--- config.mk ---
export PLATFORM = sky130hd
export DESIGN_NAME = posit_mac_seq
export DESIGN_NICKNAME = d
export VERILOG_FILES = /design/src/rtl/posit_mac_pkg.sv /design/src/rtl/posit_mac_seq_timer.sv /design/src/rtl/posit_mac_seq.sv
export SDC_FILE = /design/constraint.sdc
export NUM_CORES = 1
export LEC_CHECK = 0
export CORE_ASPECT_RATIO = 1.75
export CORE_MARGIN = 1
export CORE_UTILIZATION = 39
export CTS_BUF_LIST = sky130_fd_sc_hd__clkbuf_4 sky130_fd_sc_hd__clkbuf_8 sky130_fd_sc_hd__clkbuf_16
export DETAILED_ROUTE_END_ITERATION = 6
export PLACE_DENSITY = 0.88
export SLEW_MARGIN = 10
export SYNTH_ARGS = -nofsm -noshare
export SYNTH_HDL_FRONTEND = slang
export SYNTH_HIERARCHICAL = 1
export SYNTH_SLANG_ARGS = --single-unit
--- constraint.sdc ---
create_clock -name CLK -period 2.5 [get_ports CLK]
set_clock_uncertainty 0.1 [all_clocks]
set_input_delay 0.5 -clock CLK [delete_from_list [all_inputs] [get_ports CLK]]
set_output_delay 0.5 -clock CLK [all_outputs]
set_load 0.05 [all_outputs]
--- src/rtl/posit_mac_pkg.sv ---
`default_nettype none
// ============================================================================
//  Module      : posit_mac_pkg
//  Description : Shared types and helpers for the posit MAC sequencer:
//                FSM state encoding, lane slice helper, posit constants.
//  Revision    : 1.0 - initial release
// ============================================================================
package posit_mac_pkg;

    // Sequencer states, explicitly 3 bits wide
    typedef enum logic [2:0] {
        ST_IDLE  = 3'd0,
        ST_BIAS  = 3'd1,
        ST_ACC   = 3'd2,
        ST_DRAIN = 3'd3,
        ST_REQ   = 3'd4,
        ST_WAIT  = 3'd5,
        ST_OUT   = 3'd6,
        ST_CLR   = 3'd7
    } seq_state_t;

    // Widest posit lane the helpers below are meant to cover
    localparam int unsigned c_max_n = 32;

    // Posit zero is all-zero bits at every width
    localparam logic [c_max_n-1:0] c_posit_zero = '0;

    // NaR: sign bit set, everything else clear, for an n-bit posit
    function automatic logic [c_max_n-1:0] posit_nar(input int unsigned n);
        logic [c_max_n-1:0] v;
        v = c_posit_zero;
        v[n-1] = 1'b1;
        return v;
    endfunction

    // Bit offset of a lane inside a CH*N packed bus
    function automatic int unsigned lane_lsb(input int unsigned lane, input int unsigned n);
        return lane * n;
    endfunction

    // Counter width needed to hold values 0..v (never less than one bit)
    function automatic int unsigned cnt_width(input int unsigned v);
        if (v < 2) begin
            return 1;
        end
        return $clog2(v + 1);
    endfunction

endpackage
`default_nettype wire

--- src/rtl/posit_mac_seq_timer.sv ---
`default_nettype none
// ============================================================================
//  Module      : posit_mac_seq_timer
//  Description : Loadable down-counter with a done flag. Shared by the
//                sequencer for the quire-settle and result-latency waits.
//  Revision    : 1.0 - initial release
// ============================================================================
module posit_mac_seq_timer #(
    parameter int unsigned W = 4
) (
    input  logic         CLK,
    input  logic         RESET,
    input  logic         i_load,
    input  logic [W-1:0] i_load_val,
    input  logic         i_en,
    output logic         o_done
);

    logic [W-1:0] r_cnt;

    // Load wins over counting; the counter parks at zero once expired
    always_ff @(posedge CLK) begin
        if (!RESET) begin
            r_cnt <= '0;
        end else if (i_load) begin
            r_cnt <= i_load_val;
        end else if (i_en && (r_cnt != '0)) begin
            r_cnt <= r_cnt - W'(1);
        end
    end

    assign o_done = (r_cnt == '0);

endmodule
`default_nettype wire

--- src/rtl/posit_mac_seq.sv ---
`default_nettype none
// ============================================================================
//  Module      : posit_mac_seq
//  Description : Dot-product sequencer for CH parallel posit MAC lanes.
//                Takes a back-pressured operand stream, issues bias load,
//                accumulate, result request and purge strobes with fixed
//                latency-aware timing, and holds lane results until taken.
//  Revision    : 1.0 - initial release
// ============================================================================
module posit_mac_seq
    import posit_mac_pkg::*;
#(
    parameter int unsigned N       = 8,
    parameter int unsigned CH      = 4,
    parameter int unsigned LEN_W   = 13,
    parameter int unsigned ACC_LAT = 3,
    parameter int unsigned RES_LAT = 2
) (
    input  logic              CLK,
    input  logic              RESET,
    input  logic              START,
    input  logic [LEN_W-1:0]  CFG_LEN,
    input  logic              CFG_BIAS_EN,
    input  logic [CH*N-1:0]   BIAS,
    output logic              BUSY,
    input  logic              S_VALID,
    output logic              S_READY,
    input  logic [CH*N-1:0]   S_IN1,
    input  logic [CH*N-1:0]   S_IN2,
    output logic [CH*N-1:0]   MAC_IN1,
    output logic [CH*N-1:0]   MAC_IN2,
    output logic [CH*N-1:0]   MAC_BIAS,
    output logic              MAC_EN,
    output logic              BIAS_EN,
    output logic              RESULT_REQ_PLS,
    output logic              PURGE,
    input  logic [CH*N-1:0]   MAC_OUT,
    output logic              M_VALID,
    input  logic              M_READY,
    output logic [CH*N-1:0]   M_DATA
);

    // One timer serves both waits, so size it for the longer one
    localparam int unsigned c_tmr_max = (ACC_LAT > RES_LAT) ? ACC_LAT : RES_LAT;
    localparam int unsigned c_tmr_w   = cnt_width(c_tmr_max);

    // DRAIN spans the final MAC_EN cycle plus ACC_LAT further cycles
    localparam logic [c_tmr_w-1:0] c_drain_load = c_tmr_w'(ACC_LAT);
    // WAIT spans RES_LAT cycles; capture happens in its last cycle
    localparam logic [c_tmr_w-1:0] c_wait_load  = (RES_LAT > 0) ? c_tmr_w'(RES_LAT - 1) : '0;

    localparam logic [CH*N-1:0] c_lane_zero = {CH{c_posit_zero[N-1:0]}};

    seq_state_t          r_state;
    seq_state_t          w_state_nxt;

    logic [LEN_W-1:0]    r_len;
    logic [LEN_W-1:0]    r_cnt;
    logic [CH*N-1:0]     r_mac_in1;
    logic [CH*N-1:0]     r_mac_in2;
    logic [CH*N-1:0]     r_mac_bias;
    logic                r_mac_en;
    logic                r_bias_en;
    logic                r_req_pls;
    logic                r_purge;
    logic                r_s_ready;
    logic                r_busy;
    logic                r_m_valid;
    logic [CH*N-1:0]     r_m_data;

    logic                w_hs;
    logic                w_last;
    logic                w_tmr_load;
    logic [c_tmr_w-1:0]  w_tmr_val;
    logic                w_tmr_en;
    logic                w_tmr_done;

    // S_READY is only ever high in ACC, so this is the accepted-beat strobe
    assign w_hs     = S_VALID & r_s_ready;
    assign w_last   = (r_cnt == (r_len - LEN_W'(1)));
    assign w_tmr_en = (r_state == ST_DRAIN) || (r_state == ST_WAIT);

    posit_mac_seq_timer #(
        .W (c_tmr_w)
    ) u_timer (
        .CLK        (CLK),
        .RESET      (RESET),
        .i_load     (w_tmr_load),
        .i_load_val (w_tmr_val),
        .i_en       (w_tmr_en),
        .o_done     (w_tmr_done)
    );

    // State register
    always_ff @(posedge CLK) begin
        if (!RESET) begin
            r_state <= ST_IDLE;
        end else begin
            r_state <= w_state_nxt;
        end
    end

    // Next-state decode and timer loading on entry to DRAIN / WAIT
    always_comb begin
        w_state_nxt = r_state;
        w_tmr_load  = 1'b0;
        w_tmr_val   = c_drain_load;
        case (r_state)
            ST_IDLE: begin
                if (START) begin
                    if (CFG_BIAS_EN) begin
                        w_state_nxt = ST_BIAS;
                    end else if (CFG_LEN != '0) begin
                        w_state_nxt = ST_ACC;
                    end else begin
                        w_state_nxt = ST_DRAIN;
                        w_tmr_load  = 1'b1;
                    end
                end
            end
            ST_BIAS: begin
                if (r_len != '0) begin
                    w_state_nxt = ST_ACC;
                end else begin
                    w_state_nxt = ST_DRAIN;
                    w_tmr_load  = 1'b1;
                end
            end
            ST_ACC: begin
                if (w_hs && w_last) begin
                    w_state_nxt = ST_DRAIN;
                    w_tmr_load  = 1'b1;
                end
            end
            ST_DRAIN: begin
                if (w_tmr_done) begin
                    w_state_nxt = ST_REQ;
                end
            end
            ST_REQ: begin
                w_state_nxt = ST_WAIT;
                w_tmr_load  = 1'b1;
                w_tmr_val   = c_wait_load;
            end
            ST_WAIT: begin
                if (w_tmr_done) begin
                    w_state_nxt = ST_OUT;
                end
            end
            ST_OUT: begin
                if (M_READY) begin
                    w_state_nxt = ST_CLR;
                end
            end
            ST_CLR: begin
                w_state_nxt = ST_IDLE;
            end
            default: begin
                w_state_nxt = ST_IDLE;
            end
        endcase
    end

    // Job configuration latched when a job is accepted
    always_ff @(posedge CLK) begin
        if (!RESET) begin
            r_len      <= '0;
            r_mac_bias <= c_lane_zero;
        end else if ((r_state == ST_IDLE) && START) begin
            r_len      <= CFG_LEN;
            r_mac_bias <= BIAS;
        end
    end

    // Beat counter and operand registers; operands hold through bubbles
    always_ff @(posedge CLK) begin
        if (!RESET) begin
            r_cnt     <= '0;
            r_mac_in1 <= c_lane_zero;
            r_mac_in2 <= c_lane_zero;
        end else begin
            if (r_state == ST_IDLE) begin
                r_cnt <= '0;
            end else if (w_hs) begin
                r_cnt <= r_cnt + LEN_W'(1);
            end
            if (w_hs) begin
                r_mac_in1 <= S_IN1;
                r_mac_in2 <= S_IN2;
            end
        end
    end

    // Registered strobes and status; each strobe is tied to a distinct state
    // or to the beat before it, so at most one can be high per cycle
    always_ff @(posedge CLK) begin
        if (!RESET) begin
            r_mac_en  <= 1'b0;
            r_bias_en <= 1'b0;
            r_req_pls <= 1'b0;
            r_purge   <= 1'b0;
            r_s_ready <= 1'b0;
            r_busy    <= 1'b0;
        end else begin
            r_mac_en  <= w_hs;
            r_bias_en <= (w_state_nxt == ST_BIAS);
            r_req_pls <= (w_state_nxt == ST_REQ);
            r_purge   <= (w_state_nxt == ST_CLR);
            r_s_ready <= (w_state_nxt == ST_ACC);
            r_busy    <= (w_state_nxt != ST_IDLE);
        end
    end

    // Result holding register: capture in the last WAIT cycle, release on handshake
    always_ff @(posedge CLK) begin
        if (!RESET) begin
            r_m_valid <= 1'b0;
            r_m_data  <= c_lane_zero;
        end else if ((r_state == ST_WAIT) && w_tmr_done) begin
            r_m_valid <= 1'b1;
            for (int unsigned l = 0; l < CH; l++) begin
                r_m_data[lane_lsb(l, N) +: N] <= MAC_OUT[lane_lsb(l, N) +: N];
            end
        end else if ((r_state == ST_OUT) && M_READY) begin
            r_m_valid <= 1'b0;
        end
    end

    assign BUSY           = r_busy;
    assign S_READY        = r_s_ready;
    assign MAC_IN1        = r_mac_in1;
    assign MAC_IN2        = r_mac_in2;
    assign MAC_BIAS       = r_mac_bias;
    assign MAC_EN         = r_mac_en;
    assign BIAS_EN        = r_bias_en;
    assign RESULT_REQ_PLS = r_req_pls;
    assign PURGE          = r_purge;
    assign M_VALID        = r_m_valid;
    assign M_DATA         = r_m_data;

endmodule
`default_nettype wire

==> results by group, run 1 <==
Run status
  – Status: finished, violations left
  – Violations in the final reports: negative setup slack

Die
  – Chip Height: 177 um
  – Total I/O pin count: 282
  – Starting utilization of the core area: 0.401
  – Die Outline Area: 18100 sq um
  – Core area: 17100 sq um
  – Placement row count: 63
  – Chip width: 102 um

Job
  – Maxcap violations: 0

Pwr
  – Post-layout total power: 7.03 mW
  – Power per standard cell area: 662 nW/um^2
  – Leakage: 3.71 nW
  – Maximum VDD drop: 0.384 mV

Synth
  – Post-synth ARST share: 0
  – Ys Warns: 6
  – Post-synthesis average cell area: 8.19 sq um
  – Post-synthesis instance area: 6860 sq um
  – Area contributors post-synth: dfxtp_1 48%, nand2_1 16%, a21boi_0 16%
  – Portion of the post-synthesis area used by sequential elements: 0.485
  – Unique cell type count in the Yosys netlist: 52
  – Cell type with the highest aggregate area in the netlist: dfxtp_1
  – Register bit count reported by yosys: 166
  – Post-synth EDFFs: 0
  – Top-area cell type share of the netlist area: 0.485
  – Mapped Nets: 987
  – Most frequently used flop master after synthesis: dfxtp_1
  – Gate count of the mapped netlist: 837

Drt
  – Count of vias placed by the detailed router: 6546
  – Iter 0 DRT Violations: 162
  – First-pass DRT Iterations: 4
  – Total Routed Length: 19700 um
  – Antenna Violating Nets Remaining: 0
  – Via density per instance: 4.87
  – WL per Instance: 14.7 um
  – Remaining DRCs: 0

Final layout
  – Commonest cells after routing, fill and taps aside: 299 x nand2_1, 280 x clkdlybuf4s50_1, 164 x dfxtp_1
  – Area growth from synthesis to final layout: 54.9%
  – Most frequent standard cell in the layout excluding fill and tap cells: nand2_1
  – Final-layout fill cell count: 1421
  – Final core utilization: 0.621
  – Final std cell area, no fill: 10600 sq um
  – Final net count: 1255
  – Diodes inserted: 0
  – Share of layout cells above drive strength 1: 0.0735
  – Non-Filler Instances: 1343

Clocking
  – Clock buffer depth: 2
  – CTS sink cnt: 166
  – Clock Root Buffer: clkbuf_16
  – TritonCTS clock tree: done
  – Source-to-sink clock delay at the later pin of the worst-skew pair: 420 ps
  – Hold-fix buffers, CTS: 0
  – Num CTS Buffers: 17
  – Total number of H-tree levels: 4
  – Clock-pin slew on the worst setup and hold paths: 60 ps

Placed design
  – Cell Count Post-Placement: 1312
  – Post-placement worst setup slack: -124 ps
  – Detailed placement HPWL: 14200 um
  – Post-placement cell area: 9950 sq um
  – Final weighted congestion in routability-driven placement: 0.863
  – Number of input and output port buffers inserted: 281

STA
  – Final critical-path required period: 2570 ps
  – Max_slew headroom: 0.616
  – Total count of hold-check failures in the final report: 0
  – Max Clock Freq: 390 MHz
  – Final critical-path setup slack: -66.6 ps
  – Worst Hold Slack: 299 ps
  – Setup repair after global routing missed its margin: yes
  – Number of pins exceeding their max-slew limit in the final report: 0
  – Final setup violating endpoints: 3
  – Ratio of final minimum period to clock period: 1.03
  – Transition time at the pin with the least slew margin: 574 ps
  – Setup TNS: -173 ps

Critical path
  – Kind of critical path: flip-flop to flip-flop
  – Critical Path Sink Type: flip-flop
  – Required time of the critical path: 2710 ps
  – Highest fanout seen on the critical path: 7
  – Data arrival time of the critical path: 2780 ps
  – Category of the worst setup path launch point: flip-flop

Min path
  – Worst hold path class: input port to flip-flop

Global routing
  – Tot GR Track Use: 0.214
  – First-pass GRT wire length: 30300 um
  – Gr ovfl total: 0
  – Antenna violations before repair: 0
  – Largest net degree at the start of global routing: 108
  – Vias in the first global route: 6401
## logic make-up after synthesis
family	count (synthesis)	synth area share
AND/OR/NAND/NOR	396	0.243
AO/OA/AOI/OAI	176	0.192
flip-flops	166	0.485
buffers and inverters	67	0.0381
XOR/XNOR	26	0.0332
adder cells (fa/ha/maj)	3	0.00548
multiplexers	2	0.00292
other	1	0.000547
## path summary, 6_finish.rpt
kind	from	endpoint	slack, ps	cells past startpoint
worst max-delay path	r_len[1]	RESULT_REQ_PLS	-70	7
worst min-delay path	RESET	MAC_BIAS[21]	300	2
worst max register to register	r_len[1]	RESULT_REQ_PLS	-70	7
worst min register to register	MAC_BIAS[29]	MAC_BIAS[29]	360	2
## Yosys cell counts (6+ instances only)
cell type	number
nor3_1	7
nor4_1	8
xor2_1	9
nor2_1	30
a21boi_0	144
xnor2_1	17
inv_1	8
clkbuf_1	51
nand2_1	301
and3_1	6
o21ai_0	6
nand3_1	9
dfxtp_1	166
## flip-flops by register name, indices dropped and copies added (netlist names)
signal,count
BIAS_EN,1
BUSY,1
MAC_BIAS,32
MAC_EN,1
MAC_IN1,32
MAC_IN2,32
M_DATA,32
M_VALID,1
PURGE,1
RESULT_REQ_PLS,1
S_READY,1
r_cnt,13
r_len,13
r_state,3
u_timer/r_cnt,2
## what timing repair did
action                     in CTS  in global routing
buffers inserted                0                  1
resized for setup               5                 16
pin swaps                       0                  8
setup endpoints to repair       5                  6
cloned                          0                  0
## worst max-delay path: stages, from the launching register on
cell and delay, ps:
dfxtp_4 360, or4_4 560, nor4_1 370, nor4b_1 110, nor4_2 480, buf_4 200, a31oi_4 100, and3_1 170
## layout make-up
cell class	instances	area [sq um]	share of cell area
Multi-Input combinational cell	604	3350	0.315
Sequential cell	166	3330	0.313
Timing Repair Buffer	308	3040	0.286
Clock buffer	20	460	0.0433
Tap cell	227	284	0.0267
Clock inverter	10	130	0.0122
Inverter	8	32.5	0.00306
## where the power goes
part	internal (mW)	total (mW)	switching (mW)
Combinational	0.661	1.52	0.862
Clock	1.61	2.65	1.03
Sequential	2.78	2.86	0.0815
Total	5.05	7.03	1.98
## routing by layer
layer	wire, um	GRT usage	up-vias
li1	-	-	3279
met1	7310	0.212	2994
met2	10400	0.404	238
met3	1440	0.0532	35
met4	553	0.0970	0
met5	0	0	-
Note: power is estimated with default switching activity, not from simulation.
==> inputs of run 2 (changes only) <==
--- a/config.mk
+++ b/config.mk
@@ -9,8 +9,9 @@
 export CORE_MARGIN = 1
 export CORE_UTILIZATION = 39
 export CTS_BUF_LIST = sky130_fd_sc_hd__clkbuf_4 sky130_fd_sc_hd__clkbuf_8 sky130_fd_sc_hd__clkbuf_16
+export CTS_CLUSTER_SIZE = 25
 export DETAILED_ROUTE_END_ITERATION = 6
-export PLACE_DENSITY = 0.88
+export PLACE_DENSITY = 0.85
 export SLEW_MARGIN = 10
 export SYNTH_ARGS = -nofsm -noshare
 export SYNTH_HDL_FRONTEND = slang
==> run 2 against run 1 <==
The run now ends clean. Wire length shrank 0.16%. Power shrank 0.19%. Critical path type unchanged. Via count increased by 0.38%. Flip-flop and latch count unchanged. Die area did not move. Critical endpoint is now u_timer/r_cnt[1].
==> results by group, run 2 (same netlist as run 1, synthesis figures left out) <==
Run status
  – Status: finished, final reports clean

Die
  – Chip Height: 177 um (unchanged)
  – Placement row count: 63 (unchanged)
  – Starting utilization of the core area: 0.401 (unchanged)
  – Total I/O pin count: 282 (unchanged)
  – Chip width: 102 um (unchanged)
  – Die Outline Area: 18100 sq um (unchanged)
  – Core area: 17100 sq um (unchanged)

Global routing
  – Largest net degree at the start of global routing: 73 (-32%)
  – First-pass GRT wire length: 29500 um (-2.6%)
  – Gr ovfl total: 0 (unchanged)
  – Antenna violations before repair: 0 (unchanged)
  – Vias in the first global route: 6202 (-3.1%)
  – Tot GR Track Use: 0.209 (-0.00423)

Placed design
  – Detailed placement HPWL: 13900 um (-1.8%)
  – Final weighted congestion in routability-driven placement: 0.839 (-2.7%)
  – Post-placement cell area: 9920 sq um (-0.28%)
  – Number of input and output port buffers inserted: 281 (unchanged)
  – Post-placement worst setup slack: -79.1 ps (+44.6 ps)

Clocking
  – Clock buffer depth: 2 (unchanged)
  – Clock-pin slew on the worst setup and hold paths: 70 ps (about the same)
  – TritonCTS clock tree: done
  – Num CTS Buffers: 17 (unchanged)
  – Hold-fix buffers, CTS: 0 (unchanged)
  – CTS sink cnt: 166 (unchanged)
  – Source-to-sink clock delay at the later pin of the worst-skew pair: 430 ps (about the same)
  – Clock Root Buffer: clkbuf_16
  – Total number of H-tree levels: 4 (unchanged)

STA
  – Final critical-path setup slack: 12.6 ps (+79.2 ps)
  – Final critical-path required period: 2490 ps (-79.2 ps)
  – Max Clock Freq: 402 MHz (+3.2%)
  – Ratio of final minimum period to clock period: 0.995 (-0.0317)
  – Max_slew headroom: 0.591 (-0.0245)
  – Setup repair after global routing missed its margin: yes
  – Transition time at the pin with the least slew margin: 611 ps (+36.6 ps)
  – Setup TNS: 0 ps (+173 ps)
  – Final setup violating endpoints: 0 (-3)
  – Total count of hold-check failures in the final report: 0 (unchanged)
  – Number of pins exceeding their max-slew limit in the final report: 0 (unchanged)
  – Worst Hold Slack: 362 ps (+63.3 ps)

Critical path
  – Number of cells traversed by the worst register-to-register path: 10 (+3)
  – Critical path cell sequence: or4_4 > nor4_2 > nor4b_1 > nor4_1 > buf_4 > nand3_1 > nand2_2 > inv_2 > o211ai_1 > a21boi_1
  – RR Startpoint: r_len[1]
  – Capture point of the worst reg-to-reg path: u_timer/r_cnt[1]
  – Required time of the critical path: 2710 ps (about the same)
  – Highest fanout seen on the critical path: 6 (-1)
  – Critical Path Sink Type: flip-flop
  – Register-to-register path setup slack: 10 ps (+80 ps)
  – Data arrival time of the critical path: 2700 ps (-80 ps)
  – Kind of critical path: flip-flop to flip-flop
  – Crit-path max cell delay: 600 ps (+40 ps)
  – Category of the worst setup path launch point: flip-flop
  – Cell with the largest stage delay on the worst path: or4_4

Drt
  – WL per Instance: 14.7 um (+0.14%)
  – Total Routed Length: 19700 um (-0.16%)
  – Count of vias placed by the detailed router: 6571 (+0.38%)
  – Via density per instance: 4.91 (+0.68%)
  – Iter 0 DRT Violations: 240 (+48%)
  – Antenna Violating Nets Remaining: 0 (unchanged)
  – First-pass DRT Iterations: 5 (+1)
  – Remaining DRCs: 0 (unchanged)

Min path
  – Destination of the worst hold path: MAC_BIAS[20]
  – Worst hold path class: flip-flop to flip-flop
  – Cell count of the worst hold path: 2 (unchanged)
  – Hold path startpoint: MAC_BIAS[20]

Pwr
  – Power per standard cell area: 661 nW/um^2 (-0.20%)
  – Maximum VDD drop: 0.543 mV (+41%)
  – Leakage: 3.68 nW (-0.61%)

Job
  – Maxcap violations: 0 (unchanged)

Final layout
  – Share of layout cells above drive strength 1: 0.0728 (-0.000635)
  – Diodes inserted: 0 (unchanged)
  – Final net count: 1249 (-0.48%)
  – Final std cell area, no fill: 10600 sq um (about the same)
  – Area growth from synthesis to final layout: 55.0% (about the same)
  – Most frequent standard cell in the layout excluding fill and tap cells: nand2_1
  – Commonest cells after routing, fill and taps aside: 299 x nand2_1, 280 x clkdlybuf4s50_1, 164 x dfxtp_1
run 2: changes by cell type in the layout (fill, tap and decap cells not counted), moves of 2 or more:
cell | before | now
buf_12 | 2 | 4
clkinv_2 | 5 | 1
nor4_1 | 6 | 4
clkinv_4 | 0 | 5
buf_4 | 25 | 18
inv_6 | 0 | 2
run 2: timing repair:
| item | in CTS | in global routing |
|---|---|---|
| pin swaps | 6 | 4 |
| hold endpoints to repair | 0 | 0 |
| resized for setup | 9 | 13 |
| setup buffers | 2 | 1 |
| endpoints found under the setup margin | 1 | 4 |
| gates cloned | 0 | 0 |
run 2: worst max-delay path: cells and delay by family (launching register included):
kind	cells	cell delay (ps)
AO/OA/AOI/OAI	2	150
buffers and inverters	2	230
flip-flops	1	340
AND/OR/NAND/NOR	6	1540
run 2: area by class of cell:
cell class	count	area (sq um)
Timing Repair Buffer	302	3020
Fill cell	1428	6480
Multi-Input combinational cell	604	3370
Inverter	8	30.0
Clock buffer	19	453
Tap cell	227	284
Clock inverter	13	149
Sequential cell	166	3330
run 2: how the worst max path moves through the flow:
stage                                   to     start  cells after the start  slack [ps]
after floorplan           u_timer/r_cnt[1]  r_len[4]                     11           9
after global placement    u_timer/r_cnt[1]  r_len[0]                     11          20
after detailed placement  u_timer/r_cnt[1]  r_len[0]                     11         -80
after CTS                 u_timer/r_cnt[1]  r_len[0]                     12          30
after global routing      u_timer/r_cnt[1]  r_len[1]                     10         -40
final                     u_timer/r_cnt[1]  r_len[1]                     10          10
run 2: layer usage:
metal | up-vias | track usage | part of all wire
met5 | - | 0 | 0
met4 | 0 | 0.107 | 0.033
met3 | 43 | 0.0677 | 0.082
met2 | 264 | 0.383 | 0.52
met1 | 2995 | 0.205 | 0.36
li1 | 3269 | - | -
run 2: where the power goes:
| part | internal (mW) | total, mW | switching [mW] |
|---|---|---|---|
| logic | 0.652 | 1.51 | 0.853 |
| clock network | 1.54 | 2.64 | 1.11 |
| registers | 2.78 | 2.87 | 0.0902 |
run 2: through the flow:
step	total power, mW	cells	utilization
floorplan	3.77	837	-
global placement	4.35	1305	0.580
detailed placement	4.38	1305	0.580
CTS	7.06	1338	0.617
global route	7.32	1339	0.621
finish	7.02	1339	0.621
==> inputs of run 3 (changes only) <==
--- a/config.mk
+++ b/config.mk
@@ -5,6 +5,7 @@
 export SDC_FILE = /design/constraint.sdc
 export NUM_CORES = 1
 export LEC_CHECK = 0
+export CAP_MARGIN = 20
 export CORE_ASPECT_RATIO = 1.75
 export CORE_MARGIN = 1
 export CORE_UTILIZATION = 39
==> results of run 3 <==
The final DEF is identical to that of run 2; final timing and power are the same.
